File: config.mk
export PLATFORM = sky130hd
export DESIGN_NAME = delay_line_ctrl_flat
export DESIGN_NICKNAME = d
export VERILOG_FILES = /design/src/rtl/delay_line_ctrl_pkg.sv /design/src/rtl/delay_line_ctrl_if.sv /design/src/rtl/delay_line_store.sv /design/src/rtl/delay_line_ctrl.sv /design/src/flat_wrapper.sv
export SDC_FILE = /design/constraint.sdc
export NUM_CORES = 1
export LEC_CHECK = 0
export ABC_AREA = 1
export ABC_CLOCK_PERIOD_IN_PS = 5300
export CELL_PAD_IN_SITES_DETAIL_PLACEMENT = 0
export CELL_PAD_IN_SITES_GLOBAL_PLACEMENT = 1
export CORE_MARGIN = 10
export CORE_UTILIZATION = 45
export CTS_BUF_LIST = sky130_fd_sc_hd__clkbuf_16
export DETAILED_ROUTE_END_ITERATION = 7
export GPL_ROUTABILITY_DRIVEN = 1
export PLACE_DENSITY = 0.71
export SLEW_MARGIN = 5
export SYNTH_ARGS = -nofsm -noshare
export SYNTH_HDL_FRONTEND = slang
export SYNTH_SLANG_ARGS = --single-unit
File: constraint.sdc
create_clock -name clk -period 5.3 [get_ports clk]
set_input_delay 1.325 -clock clk [delete_from_list [all_inputs] [get_ports clk]]
set_output_delay 1.325 -clock clk [all_outputs]
set_load 0.02 [all_outputs]
File: src/rtl/delay_line_ctrl_pkg.sv
// delay_line_ctrl_pkg
//   Shared definitions for the programmable delay-line controller:
//   controller state encoding, default geometry and the delay clamp.
//   Optional feature macro used by the controller: DELAY_LINE_CTRL_DROPCNT_EN.
package delay_line_ctrl_pkg;

  localparam int unsigned DEF_WIDTH = 8;
  localparam int unsigned DEF_DEPTH = 32;

  typedef enum logic [1:0] {
    FLUSH = 2'd0,
    FILL  = 2'd1,
    RUN   = 2'd2
  } state_e;

  // A zero delay would need a bypass path; one sample is the minimum.
  function automatic int unsigned clamp_delay(int unsigned req, int unsigned depth);
    if (req == 0) return 1;
    if (req > depth) return depth;
    return req;
  endfunction

endpackage

File: src/rtl/delay_line_ctrl_if.sv
// delay_line_ctrl_if
//   Bundles the configuration, sample-in, sample-out and status signals
//   of delay_line_ctrl.
//   master: cfg_delay, cfg_load, in_valid, in_data driven; the rest observed.
//   slave : the controller side (in_ready, out_valid, out_data, state,
//           drop_cnt driven).
interface delay_line_ctrl_if
  import delay_line_ctrl_pkg::*;
#(
  parameter int unsigned WIDTH = DEF_WIDTH,
  parameter int unsigned DEPTH = DEF_DEPTH
);
  localparam int unsigned CW = $clog2(DEPTH + 1);

  logic [CW-1:0]    cfg_delay;
  logic             cfg_load;
  logic             in_valid;
  logic             in_ready;
  logic [WIDTH-1:0] in_data;
  logic             out_valid;
  logic [WIDTH-1:0] out_data;
  logic [1:0]       state;
  logic [7:0]       drop_cnt;

  modport master (
    output cfg_delay, cfg_load, in_valid, in_data,
    input  in_ready, out_valid, out_data, state, drop_cnt
  );

  modport slave (
    input  cfg_delay, cfg_load, in_valid, in_data,
    output in_ready, out_valid, out_data, state, drop_cnt
  );

endinterface

File: src/rtl/delay_line_store.sv
// delay_line_store
//   WIDTH x DEPTH sample store: one synchronous write port, one read port.
//   A read and a write to the same address in one cycle return the old word.
//   Contents are not reset.
//   Ports: clk, we, waddr, wdata (write side); raddr, rdata (read side).
module delay_line_store #(
  parameter int unsigned WIDTH = 8,
  parameter int unsigned DEPTH = 32,
  parameter int unsigned AW    = $clog2(DEPTH)
) (
  input  logic             clk,
  input  logic             we,
  input  logic [AW-1:0]    waddr,
  input  logic [WIDTH-1:0] wdata,
  input  logic [AW-1:0]    raddr,
  output logic [WIDTH-1:0] rdata
);

  logic [WIDTH-1:0] mem [DEPTH];

  always_ff @(posedge clk) begin
    if (we) mem[waddr] <= wdata;
  end

  // Combinational read; the controller registers the result, so the
  // write landing on the same edge is never seen by that read.
  assign rdata = mem[raddr];

endmodule

File: src/rtl/delay_line_ctrl.sv
// delay_line_ctrl
//   Runtime-programmable sample delay built on a circular store.
//   Sequencing: FLUSH (zero the store) -> FILL (collect D samples) -> RUN.
//   Ports: clk, rst_n (async, active-low), bus (delay_line_ctrl_if.slave).
//   Optional: DELAY_LINE_CTRL_DROPCNT_EN builds the saturating drop counter;
//   otherwise drop_cnt is tied to zero.
module delay_line_ctrl
  import delay_line_ctrl_pkg::*;
#(
  parameter int unsigned WIDTH = DEF_WIDTH,
  parameter int unsigned DEPTH = DEF_DEPTH
) (
  input logic               clk,
  input logic               rst_n,
  delay_line_ctrl_if.slave  bus
);

  localparam int unsigned AW = $clog2(DEPTH);
  localparam int unsigned CW = $clog2(DEPTH + 1);

  state_e           state_q, state_d;
  logic [CW-1:0]    delay_q, delay_d;
  logic [CW-1:0]    fill_cnt_q, fill_cnt_d;
  logic [AW-1:0]    flush_cnt_q, flush_cnt_d;
  logic [AW-1:0]    wr_ptr_q, wr_ptr_d;
  logic             out_valid_q, out_valid_d;
  logic [WIDTH-1:0] out_data_q, out_data_d;

  logic             in_ready;
  logic             accept;
  logic             st_we;
  logic [AW-1:0]    st_waddr;
  logic [AW-1:0]    st_raddr;
  logic [WIDTH-1:0] st_wdata;
  logic [WIDTH-1:0] st_rdata;

  assign in_ready = (state_q != FLUSH) && !bus.cfg_load;
  assign accept   = bus.in_valid && in_ready;

  // D == DEPTH truncates to zero offset, i.e. the word about to be overwritten.
  assign st_raddr = wr_ptr_q - delay_q[AW-1:0];

  always_comb begin
    state_d     = state_q;
    delay_d     = delay_q;
    fill_cnt_d  = fill_cnt_q;
    flush_cnt_d = flush_cnt_q;
    wr_ptr_d    = wr_ptr_q;
    out_valid_d = 1'b0;
    out_data_d  = out_data_q;
    st_we       = 1'b0;
    st_waddr    = wr_ptr_q;
    st_wdata    = bus.in_data;

    if (bus.cfg_load) begin
      delay_d     = CW'(clamp_delay(32'(bus.cfg_delay), DEPTH));
      state_d     = FLUSH;
      flush_cnt_d = '0;
    end else begin
      case (state_q)
        FLUSH: begin
          st_we       = 1'b1;
          st_waddr    = flush_cnt_q;
          st_wdata    = '0;
          flush_cnt_d = flush_cnt_q + AW'(1);
          if (flush_cnt_q == AW'(DEPTH - 1)) begin
            wr_ptr_d   = '0;
            fill_cnt_d = '0;
            state_d    = FILL;
          end
        end
        FILL: begin
          if (accept) begin
            st_we      = 1'b1;
            wr_ptr_d   = wr_ptr_q + AW'(1);
            fill_cnt_d = fill_cnt_q + CW'(1);
            if (fill_cnt_q == delay_q - CW'(1)) state_d = RUN;
          end
        end
        RUN: begin
          if (accept) begin
            st_we       = 1'b1;
            wr_ptr_d    = wr_ptr_q + AW'(1);
            out_valid_d = 1'b1;
            out_data_d  = st_rdata;
          end
        end
        default: state_d = FLUSH;
      endcase
    end
  end

  always_ff @(posedge clk or negedge rst_n) begin
    if (!rst_n) begin
      state_q     <= FLUSH;
      delay_q     <= CW'(1);
      fill_cnt_q  <= '0;
      flush_cnt_q <= '0;
      wr_ptr_q    <= '0;
      out_valid_q <= 1'b0;
      out_data_q  <= '0;
    end else begin
      state_q     <= state_d;
      delay_q     <= delay_d;
      fill_cnt_q  <= fill_cnt_d;
      flush_cnt_q <= flush_cnt_d;
      wr_ptr_q    <= wr_ptr_d;
      out_valid_q <= out_valid_d;
      out_data_q  <= out_data_d;
    end
  end

  delay_line_store #(
    .WIDTH (WIDTH),
    .DEPTH (DEPTH),
    .AW    (AW)
  ) u_store (
    .clk   (clk),
    .we    (st_we),
    .waddr (st_waddr),
    .wdata (st_wdata),
    .raddr (st_raddr),
    .rdata (st_rdata)
  );

`ifdef DELAY_LINE_CTRL_DROPCNT_EN
  logic [7:0] drop_cnt_q, drop_cnt_d;

  always_comb begin
    drop_cnt_d = drop_cnt_q;
    if (bus.in_valid && !in_ready && (drop_cnt_q != '1))
      drop_cnt_d = drop_cnt_q + 8'd1;
  end

  always_ff @(posedge clk or negedge rst_n) begin
    if (!rst_n) drop_cnt_q <= '0;
    else        drop_cnt_q <= drop_cnt_d;
  end

  assign bus.drop_cnt = drop_cnt_q;
`else
  assign bus.drop_cnt = '0;
`endif

  assign bus.in_ready  = in_ready;
  assign bus.out_valid = out_valid_q;
  assign bus.out_data  = out_data_q;
  assign bus.state     = state_q;

endmodule

File: src/flat_wrapper.sv
// flat-port wrapper written by rule: the top's interface ports become plain ports
module delay_line_ctrl_flat import delay_line_ctrl_pkg::*;
#(
  parameter int unsigned WIDTH = DEF_WIDTH,
  parameter int unsigned DEPTH = DEF_DEPTH
)
  (clk, rst_n, bus_cfg_delay, bus_cfg_load, bus_in_valid, bus_in_data, bus_in_ready, bus_out_valid, bus_out_data, bus_state, bus_drop_cnt);
  delay_line_ctrl_if #(.WIDTH(WIDTH), .DEPTH(DEPTH)) bus_i ();
  input logic clk;
  input logic rst_n;
  input wire logic [$bits(bus_i.cfg_delay)-1:0] bus_cfg_delay;
  input wire logic [$bits(bus_i.cfg_load)-1:0] bus_cfg_load;
  input wire logic [$bits(bus_i.in_valid)-1:0] bus_in_valid;
  input wire logic [$bits(bus_i.in_data)-1:0] bus_in_data;
  output wire logic [$bits(bus_i.in_ready)-1:0] bus_in_ready;
  output wire logic [$bits(bus_i.out_valid)-1:0] bus_out_valid;
  output wire logic [$bits(bus_i.out_data)-1:0] bus_out_data;
  output wire logic [$bits(bus_i.state)-1:0] bus_state;
  output wire logic [$bits(bus_i.drop_cnt)-1:0] bus_drop_cnt;
  assign bus_i.cfg_delay = bus_cfg_delay;
  assign bus_i.cfg_load = bus_cfg_load;
  assign bus_i.in_valid = bus_in_valid;
  assign bus_i.in_data = bus_in_data;
  assign bus_in_ready = bus_i.in_ready;
  assign bus_out_valid = bus_i.out_valid;
  assign bus_out_data = bus_i.out_data;
  assign bus_state = bus_i.state;
  assign bus_drop_cnt = bus_i.drop_cnt;
  delay_line_ctrl #(.WIDTH(WIDTH), .DEPTH(DEPTH)) u_core (.clk(clk), .rst_n(rst_n), .bus(bus_i));
endmodule
==> results of run 1 <==
synthesized netlist by cell type, types with 2 or more instances:
master | count | area [sq um]
sky130_fd_sc_hd__a21oi_1 | 11 | 55.05
sky130_fd_sc_hd__a31oi_1 | 2 | 12.51
sky130_fd_sc_hd__buf_2 | 20 | 100.1
sky130_fd_sc_hd__buf_4 | 14 | 105.1
sky130_fd_sc_hd__clkbuf_1 | 24 | 90.09
sky130_fd_sc_hd__dfrtp_1 | 32 | 800.8
sky130_fd_sc_hd__edfxtp_1 | 256 | 7687
sky130_fd_sc_hd__ha_1 | 14 | 175.2
sky130_fd_sc_hd__inv_1 | 49 | 183.9
sky130_fd_sc_hd__inv_2 | 9 | 33.78
sky130_fd_sc_hd__nand2_1 | 165 | 619.3
sky130_fd_sc_hd__nand2_2 | 2 | 12.51
sky130_fd_sc_hd__nand3_1 | 68 | 340.3
sky130_fd_sc_hd__nand3_2 | 4 | 40.04
sky130_fd_sc_hd__nand4_1 | 3 | 18.77
sky130_fd_sc_hd__nor2_1 | 248 | 930.9
sky130_fd_sc_hd__nor2_2 | 3 | 18.77
sky130_fd_sc_hd__nor3_1 | 7 | 35.03
sky130_fd_sc_hd__o21ai_0 | 143 | 715.7
sky130_fd_sc_hd__o21ai_1 | 35 | 175.2
sky130_fd_sc_hd__o21ai_2 | 2 | 17.52
sky130_fd_sc_hd__o22ai_1 | 19 | 118.9
sky130_fd_sc_hd__xnor2_1 | 2 | 17.52
sky130_fd_sc_hd__xnor2_2 | 3 | 48.80
sky130_fd_sc_hd__xor2_1 | 2 | 17.52
power by group:
| part | total (mW) | internal [mW] | switching [mW] |
|---|---|---|---|
| registers | 2.75 | 2.68 | 0.0642 |
| logic | 3.16 | 0.909 | 2.25 |
| clock network | 2.12 | 1.25 | 0.865 |
| total | 8.03 | 4.85 | 3.18 |
worst max-delay path: cells and delay by family:
kind	cells	cell delay (ns)
buffers and inverters	2	1.32
AND/OR/NAND/NOR	1	0.29
per-stage QoR:
step,cell area [sq um],hold WS (ns)
6_report,14140,0.4724
3_3_place_gp,13140,0.4521
4_1_cts,14140,0.4684
5_1_grt,14140,0.4967
2_1_floorplan,12540,0.4327
3_5_place_dp,13140,0.4616
metal layers:
| metal | vias up | share of wire [%] | global-route usage [%] |
|---|---|---|---|
| met3 | 37 | 6.3 | 2.700 |
| met2 | 225 | 45 | 26.44 |
| met5 | - | 0 | 0 |
| met1 | 3838 | 46 | 24.07 |
| met4 | 0 | 1.8 | 4.125 |
| li1 | 4009 | - | - |
cell families (layout without fill, tap and decap cells):
logic type / after synthesis / after routing
other cells: 1 / 8
xor+xnor: 8 / 8
flops: 289 / 289
buf+inv: 120 / 159
fa+ha+maj: 15 / 15
simple gates: 503 / 503
compound gates: 214 / 214
final timing paths:
path,cells past startpoint,slack [ns],endpoint,startpoint
min in group asynchronous,2,1.18,u_core.bus.out_data[3],rst_n
setup / recovery,3,1.04,bus_in_ready,bus_cfg_load
setup reg to reg,12,1.62,u_core.bus.out_data[2],u_core.wr_ptr_q[0]
hold reg to reg,1,0.47,u_core.flush_cnt_q[3],u_core.flush_cnt_q[3]
hold / removal,1,0.47,u_core.flush_cnt_q[3],u_core.flush_cnt_q[3]
max in group asynchronous,2,3.78,u_core.delay_q[0],rst_n
final cells by class:
| type | count | area, sq um | share of cell area (%) |
|---|---|---|---|
| Tap cell | 372 | 465.4 | 3.291 |
| Clock buffer | 31 | 775.7 | 5.485 |
| Timing Repair Buffer | 43 | 407.9 | 2.884 |
| Multi-Input combinational cell | 748 | 3520 | 24.89 |
| Clock inverter | 25 | 230.2 | 1.628 |
| Sequential cell | 289 | 8514 | 60.21 |
| Inverter | 60 | 229.0 | 1.619 |
registers in the layout, summed over array words and instances, names as in the netlist:
name and flops:
u_core.bus.out_data 8, u_core.bus.state 2, u_core.fill_cnt_q 6, u_core.bus.out_valid 1, u_core.u_store.mem 256, u_core.flush_cnt_q 5, u_core.wr_ptr_q 5, u_core.delay_q 6
==> run_results.csv, run 1 <==
group,metric,value,unit
run_status,status,"finished, final reports clean",
route,via_per_inst,5.172,
clocking,cts_setup_buffers,0,
global_routing,grt_first_pass_wirelength,47090,microns
critical_path,critical_path_start_end_classification,"in2out",
logic_synthesis,syn-mean-instance-area,10.88,sq um
place,port-buffer-count,29,
clocking,numClockSinks,289,
power,power,8.026,mW
flow_run,maxCapViolations,0,
clocking,tritoncts,"built",
global_routing,grt_max_degree,97,
clocking,clk_transition_reported_paths,0.05,ns
critical_path,slowest_delay,0.67,ns
logic_synthesis,synthMuxAreaShare,0,%
floorplan,core_area,0.02718,sq mm
critical_path,critical_path.cell_chain,"clkdlybuf4s50_1 > nor2_2 > clkdlybuf4s50_1",
place,post-place-ws,0.9897,ns
logic_synthesis,synthArstFlopShare,11.42,%
global_routing,globalRouteTotalUtil,16.89,%
timing,finClkSkew,0.01469,ns
timing,slew-limit-headroom,30.90,%
power,p_leak,5.142,nW
layout,nFillCells,2438,
logic_synthesis,yosys.area_share.simple,16.27,%
layout,fin_util,52.04,%
logic_synthesis,predominant_post_synthesis_flop_cell,"sky130_fd_sc_hd__edfxtp_1",
timing,time_the_worst_path_needs_with_i_o_delays_and_setup,4.258,ns
floorplan,die_x,186.7,microns
clocking,cts_hold_buf,0,
logic_synthesis,synth_compound_gate_area_share,8.891,%
timing,setup_ws,1.042,ns
critical_path,crit_path_top_delay_cell,"sky130_fd_sc_hd__clkdlybuf4s50_1",
route,totalWireLength,30150,microns
layout,areaGrowthSynthToFinish,13.04,%
critical_path,path_max_fanout,13,
timing,setup-tns-final,0,ns
global_routing,first_global_vias,8077,
global_routing,antenna_violations_before_repair,0,
timing,maxSlewViolCount,0,
route,remaining_drc_errors,0,
layout,finalNetCount,1205,
min_path,timing.hold.worst.class,"reg2reg",
logic_synthesis,syn_inst,1150,
clocking,cts_max_path_buffers,3,
timing,fin_crit_sh,80.35,%
logic_synthesis,sequential_element_share_of_the_synthesized_area,68.06,%
clocking,tritoncts.num_buffers,30,
place,gp_congestion,0.7995,
timing,timing.fmax,234.8,MHz
layout,post_layout_nonfiller_instances,1568,
power,power-per-cell-area,567.5,mW/mm^2
logic_synthesis,post_synth_fa_ha_maj_area_fraction,1.560,%
clocking,clock_insertion_delay_worst_skew,0.55,ns
logic_synthesis,post_synth_xor_area_fraction,0.8901,%
place,dp.final_hpwl,18750,microns
floorplan,num_rows,60,
floorplan,design.portCount,38,
floorplan,initial_utilization,46.04,%
logic_synthesis,synth_edf_count,256,
clocking,cts.root.buffer_cell,"sky130_fd_sc_hd__clkbuf_16",
timing,grt_setup_unrepaired,"no",
clocking,clock_tree.htree_level_count,1,
route,detailroute.via_count,8109,
power,power.ir.vdd_worst,0.3378,mV
layout,final_layout_size_suffix_gt1_share,8.110,%
logic_synthesis,yosysUniqueCellTypes,38,
logic_synthesis,synthesis.area,0.01251,sq mm
logic_synthesis,synth_warnings,0,
timing,finalHoldViolations,0,
place,dp.cells,1512,
route,final_antenna_net_count,0,
floorplan,die-height,186.7,microns
global_routing,grt_overflow,0,
route,post_drt_wl_per_cell,19.23,microns
layout,mostFrequentLayoutCell,"sky130_fd_sc_hd__edfxtp_1",
timing,pin_slew_with_the_least_headroom_to_its_limit,1.035,ns
critical_path,endpoint_kind,"primary output",
critical_path,critPathLaunchType,"input port",
timing,finalSetupViolations,0,
layout,final_cell_mix,"sky130_fd_sc_hd__edfxtp_1, sky130_fd_sc_hd__nor2_1, sky130_fd_sc_hd__nand2_1, sky130_fd_sc_hd__o21ai_0, sky130_fd_sc_hd__nand3_1",
critical_path,timing.critical_path.required,3.97,ns
route,drt_iter0_drc,934,
layout,n_antenna_cell,0,
logic_synthesis,postSynthRegisterBits,289,
clocking,ctsResizeCount,0,
logic_synthesis,largest_family_of_logic_cells_by_synthesized_area,"simple AND/OR/NAND/NOR gates",
critical_path,crit_path_frequent_cell,"sky130_fd_sc_hd__clkdlybuf4s50_1",
route,drt_first_pass_iters,6,
floorplan,die_area,0.03487,sq mm
critical_path,data_arrival_time_of_the_worst_path,2.93,ns
(Power assumes the default switching activity.)
==> inputs of run 2 (changes only) <==
--- a/config.mk
+++ b/config.mk
@@ -6,7 +6,7 @@
 export NUM_CORES = 1
 export LEC_CHECK = 0
 export ABC_AREA = 1
-export ABC_CLOCK_PERIOD_IN_PS = 5300
+export ABC_CLOCK_PERIOD_IN_PS = 3600
 export CELL_PAD_IN_SITES_DETAIL_PLACEMENT = 0
 export CELL_PAD_IN_SITES_GLOBAL_PLACEMENT = 1
 export CORE_MARGIN = 10
@@ -14,7 +14,7 @@
 export CTS_BUF_LIST = sky130_fd_sc_hd__clkbuf_16
 export DETAILED_ROUTE_END_ITERATION = 7
 export GPL_ROUTABILITY_DRIVEN = 1
-export PLACE_DENSITY = 0.71
+export PLACE_DENSITY = 0.74
 export SLEW_MARGIN = 5
 export SYNTH_ARGS = -nofsm -noshare
 export SYNTH_HDL_FRONTEND = slang
==> constraint.sdc (replaced) <==
create_clock -name clk -period 3.6 [get_ports clk]
set_input_delay 0.9 -clock clk [delete_from_list [all_inputs] [get_ports clk]]
set_output_delay 0.9 -clock clk [all_outputs]
set_load 0.02 [all_outputs]
==> run 2 against run 1 <==
Effect of this change: non-clock buffer count up 41; clock power up 28%; total power up 43%; clock skew about the same; cell area up 1.3%; combinational power up 51%; wire length up 1.9%; sequential share of layout area down 0.78 points; sequential cell count unchanged; first-iteration DRC count down 21%; cell count up 2.4%; sequential power up 47%; largest cell class unchanged; highest routed layer unchanged.
==> run_results.csv, run 2 (synthesis gave the netlist of run 1 again) <==
group,metric,value,unit
route,drt_first_pass_iters,5,
place,placement.cell_area,0.01347,sq mm
timing,finalHoldViolations,0,
critical_path,crit_path_top_delay_cell,"sky130_fd_sc_hd__clkdlybuf4s50_1",
run_status,status,"finished, final reports clean",
global_routing,grt_overflow,0,
clocking,cts_max_path_buffers,3,
global_routing,globalRouteTotalUtil,17.21,%
floorplan,die_x,186.7,microns
layout,multi_input_area,0.003520,sq mm
timing,timing.fmax,321.8,MHz
floorplan,die_area,0.03487,sq mm
timing,grt_setup_unrepaired,"no",
timing,finalSetupViolations,0,
route,totalWireLength,30730,microns
layout,regMostFlops,"u_core.u_store.mem",
clocking,ctsResizeCount,0,
route,drt_iter0_drc,742,
timing,maxSlewViolCount,0,
floorplan,core_area,0.02718,sq mm
layout,final_cell_area,0.01433,sq mm
power,combinationalPowerShare,41.4,%
layout,final_cell_mix,"sky130_fd_sc_hd__edfxtp_1, sky130_fd_sc_hd__nor2_1, sky130_fd_sc_hd__nand2_1, sky130_fd_sc_hd__o21ai_0, sky130_fd_sc_hd__nand3_1",
timing,fin_crit_sh,86.32,%
min_path,timing.hold.worst.class,"reg2reg",
global_routing,grt_max_degree,75,
timing,time_the_worst_path_needs_with_i_o_delays_and_setup,3.108,ns
place,dp.final_hpwl,19760,microns
layout,max_reg_flops,256,
floorplan,initial_utilization,46.04,%
critical_path,critical_path.cell_chain,"inv_1 > ha_1 > nor2_2 > clkdlybuf4s50_1",
critical_path,regToRegStartpoint,"u_core.delay_q[0]",
min_path,holdPathEnd,"u_core.flush_cnt_q[3]",
route,remaining_drc_errors,0,
critical_path,ff2ff_path_depth,13,
critical_path,slowest_delay,0.64,ns
route,detailroute.via_count,8443,
timing,pin_slew_with_the_least_headroom_to_its_limit,0.9572,ns
route,final_antenna_net_count,0,
power,power.internal,6.851,mW
clocking,numClockSinks,289,
clocking,tritoncts.num_buffers,29,
power,p_leak,5.313,nW
clocking,cts.root.buffer_cell,"sky130_fd_sc_hd__clkbuf_16",
timing,finClkSkew,0.01420,ns
clocking,cts_setup_buffers,0,
global_routing,grt_first_pass_wirelength,47780,microns
global_routing,antenna_violations_before_repair,0,
min_path,holdPathStages,1,
place,gp_congestion,0.8550,
min_path,worstHoldStart,"u_core.flush_cnt_q[3]",
layout,mostFrequentLayoutCell,"sky130_fd_sc_hd__edfxtp_1",
timing,slew-limit-headroom,35.88,%
timing,setup-tns-final,0,ns
route,via_per_inst,5.257,
layout,post_layout_nonfiller_instances,1606,
power,power.ir.vdd_worst,0.5169,mV
power,power-per-cell-area,803.7,mW/mm^2
critical_path,critical_path_start_end_classification,"reg2out",
timing,hold_ws,0.4568,ns
layout,final_layout_size_suffix_gt1_share,10.70,%
critical_path,timing.critical_path.required,2.70,ns
clocking,cts_hold_buf,0,
layout,seqCellArea,0.008514,sq mm
place,port-buffer-count,29,
clocking,clock_insertion_delay_worst_skew,0.56,ns
power,switching_power,4.664,mW
flow_run,maxCapViolations,0,
floorplan,design.portCount,38,
critical_path,worst_r2r_endpoint,"u_core.bus.out_data[6]",
layout,nFillCells,2458,
clocking,tritoncts,"built",
layout,areaGrowthSynthToFinish,14.52,%
clocking,clk_transition_reported_paths,0.06,ns
place,dp.cells,1553,
layout,n_antenna_cell,0,
floorplan,num_rows,60,
critical_path,critPathLaunchType,"register",
critical_path,timing.critical_path.from,"u_core.bus.state[0]",
critical_path,path_max_fanout,5,
critical_path,setup_slack_on_the_worst_flop_to_flop_path,0.63,ns
critical_path,data_arrival_time_of_the_worst_path,2.21,ns
route,post_drt_wl_per_cell,19.13,microns
clocking,clock_tree.htree_level_count,1,
layout,finalNetCount,1245,
power,fraction_of_power_consumed_by_the_clock_network,23.5,%
floorplan,die-height,186.7,microns
global_routing,first_global_vias,8163,
power,seq_power_share,35.1,%
critical_path,endpoint_kind,"primary output",
power,switching_share,40.50,%
run 2: how the worst max path moves through the flow:
stage / to / slack (ns) / cells past startpoint
after CTS: bus_in_ready / 0.45 / 4
final: bus_in_ready / 0.49 / 4
after global routing: bus_in_ready / 0.34 / 4
after floorplan: u_core.u_store.mem[10][0] / 0.97 / 9
after detailed placement: u_core.u_store.mem[11][6] / 0.42 / 9
after global placement: u_core.u_store.mem[11][5] / 0.45 / 9
run 2: per-layer routing:
metal  routed length (microns)  share of wire [%]  global-route usage (%)
met4                       649                2.1                   4.684
met3                      1755                5.7                   2.942
met1                     14170                 46                   24.15
met5                         0                  0                       0
met2                     14150                 46                   27.05
run 2: power by group through the flow:
| stage | registers (mW) | logic [mW] | clock network [mW] |
|---|---|---|---|
| 2_1_floorplan | 4.11 | 3.26 | 0 |
| 3_3_place_gp | 4.11 | 4.74 | 0 |
| 3_5_place_dp | 4.11 | 4.75 | 0 |
| 4_1_cts | 4.04 | 4.77 | 2.77 |
| 5_1_grt | 4.06 | 5.30 | 2.90 |
| 6_report | 4.04 | 4.76 | 2.71 |
run 2: final cells by class:
class	instances	area share, %
Inverter	60	1.589
Multi-Input combinational cell	748	24.57
Tap cell	372	3.249
Sequential cell	289	59.43
Clock buffer	29	5.065
Timing Repair Buffer	84	5.170
Clock inverter	24	0.9344
run 2: critical path, delay by kind of cell, from the launching register on:
family	cells	cell delay, ns
flops	1	0.43
fa+ha+maj	1	0.28
buf+inv	2	0.74
simple gates	1	0.20
run 2: per-stage QoR:
step	worst slack, ns	utilization [%]	power [mW]
6_report	0.4924	52.72	11.51
5_1_grt	0.3401	52.72	12.26
4_1_cts	0.4543	52.72	11.58
3_5_place_dp	0.4170	49.56	8.862
3_3_place_gp	0.4459	49.56	8.846
2_1_floorplan	0.9652	-	7.370
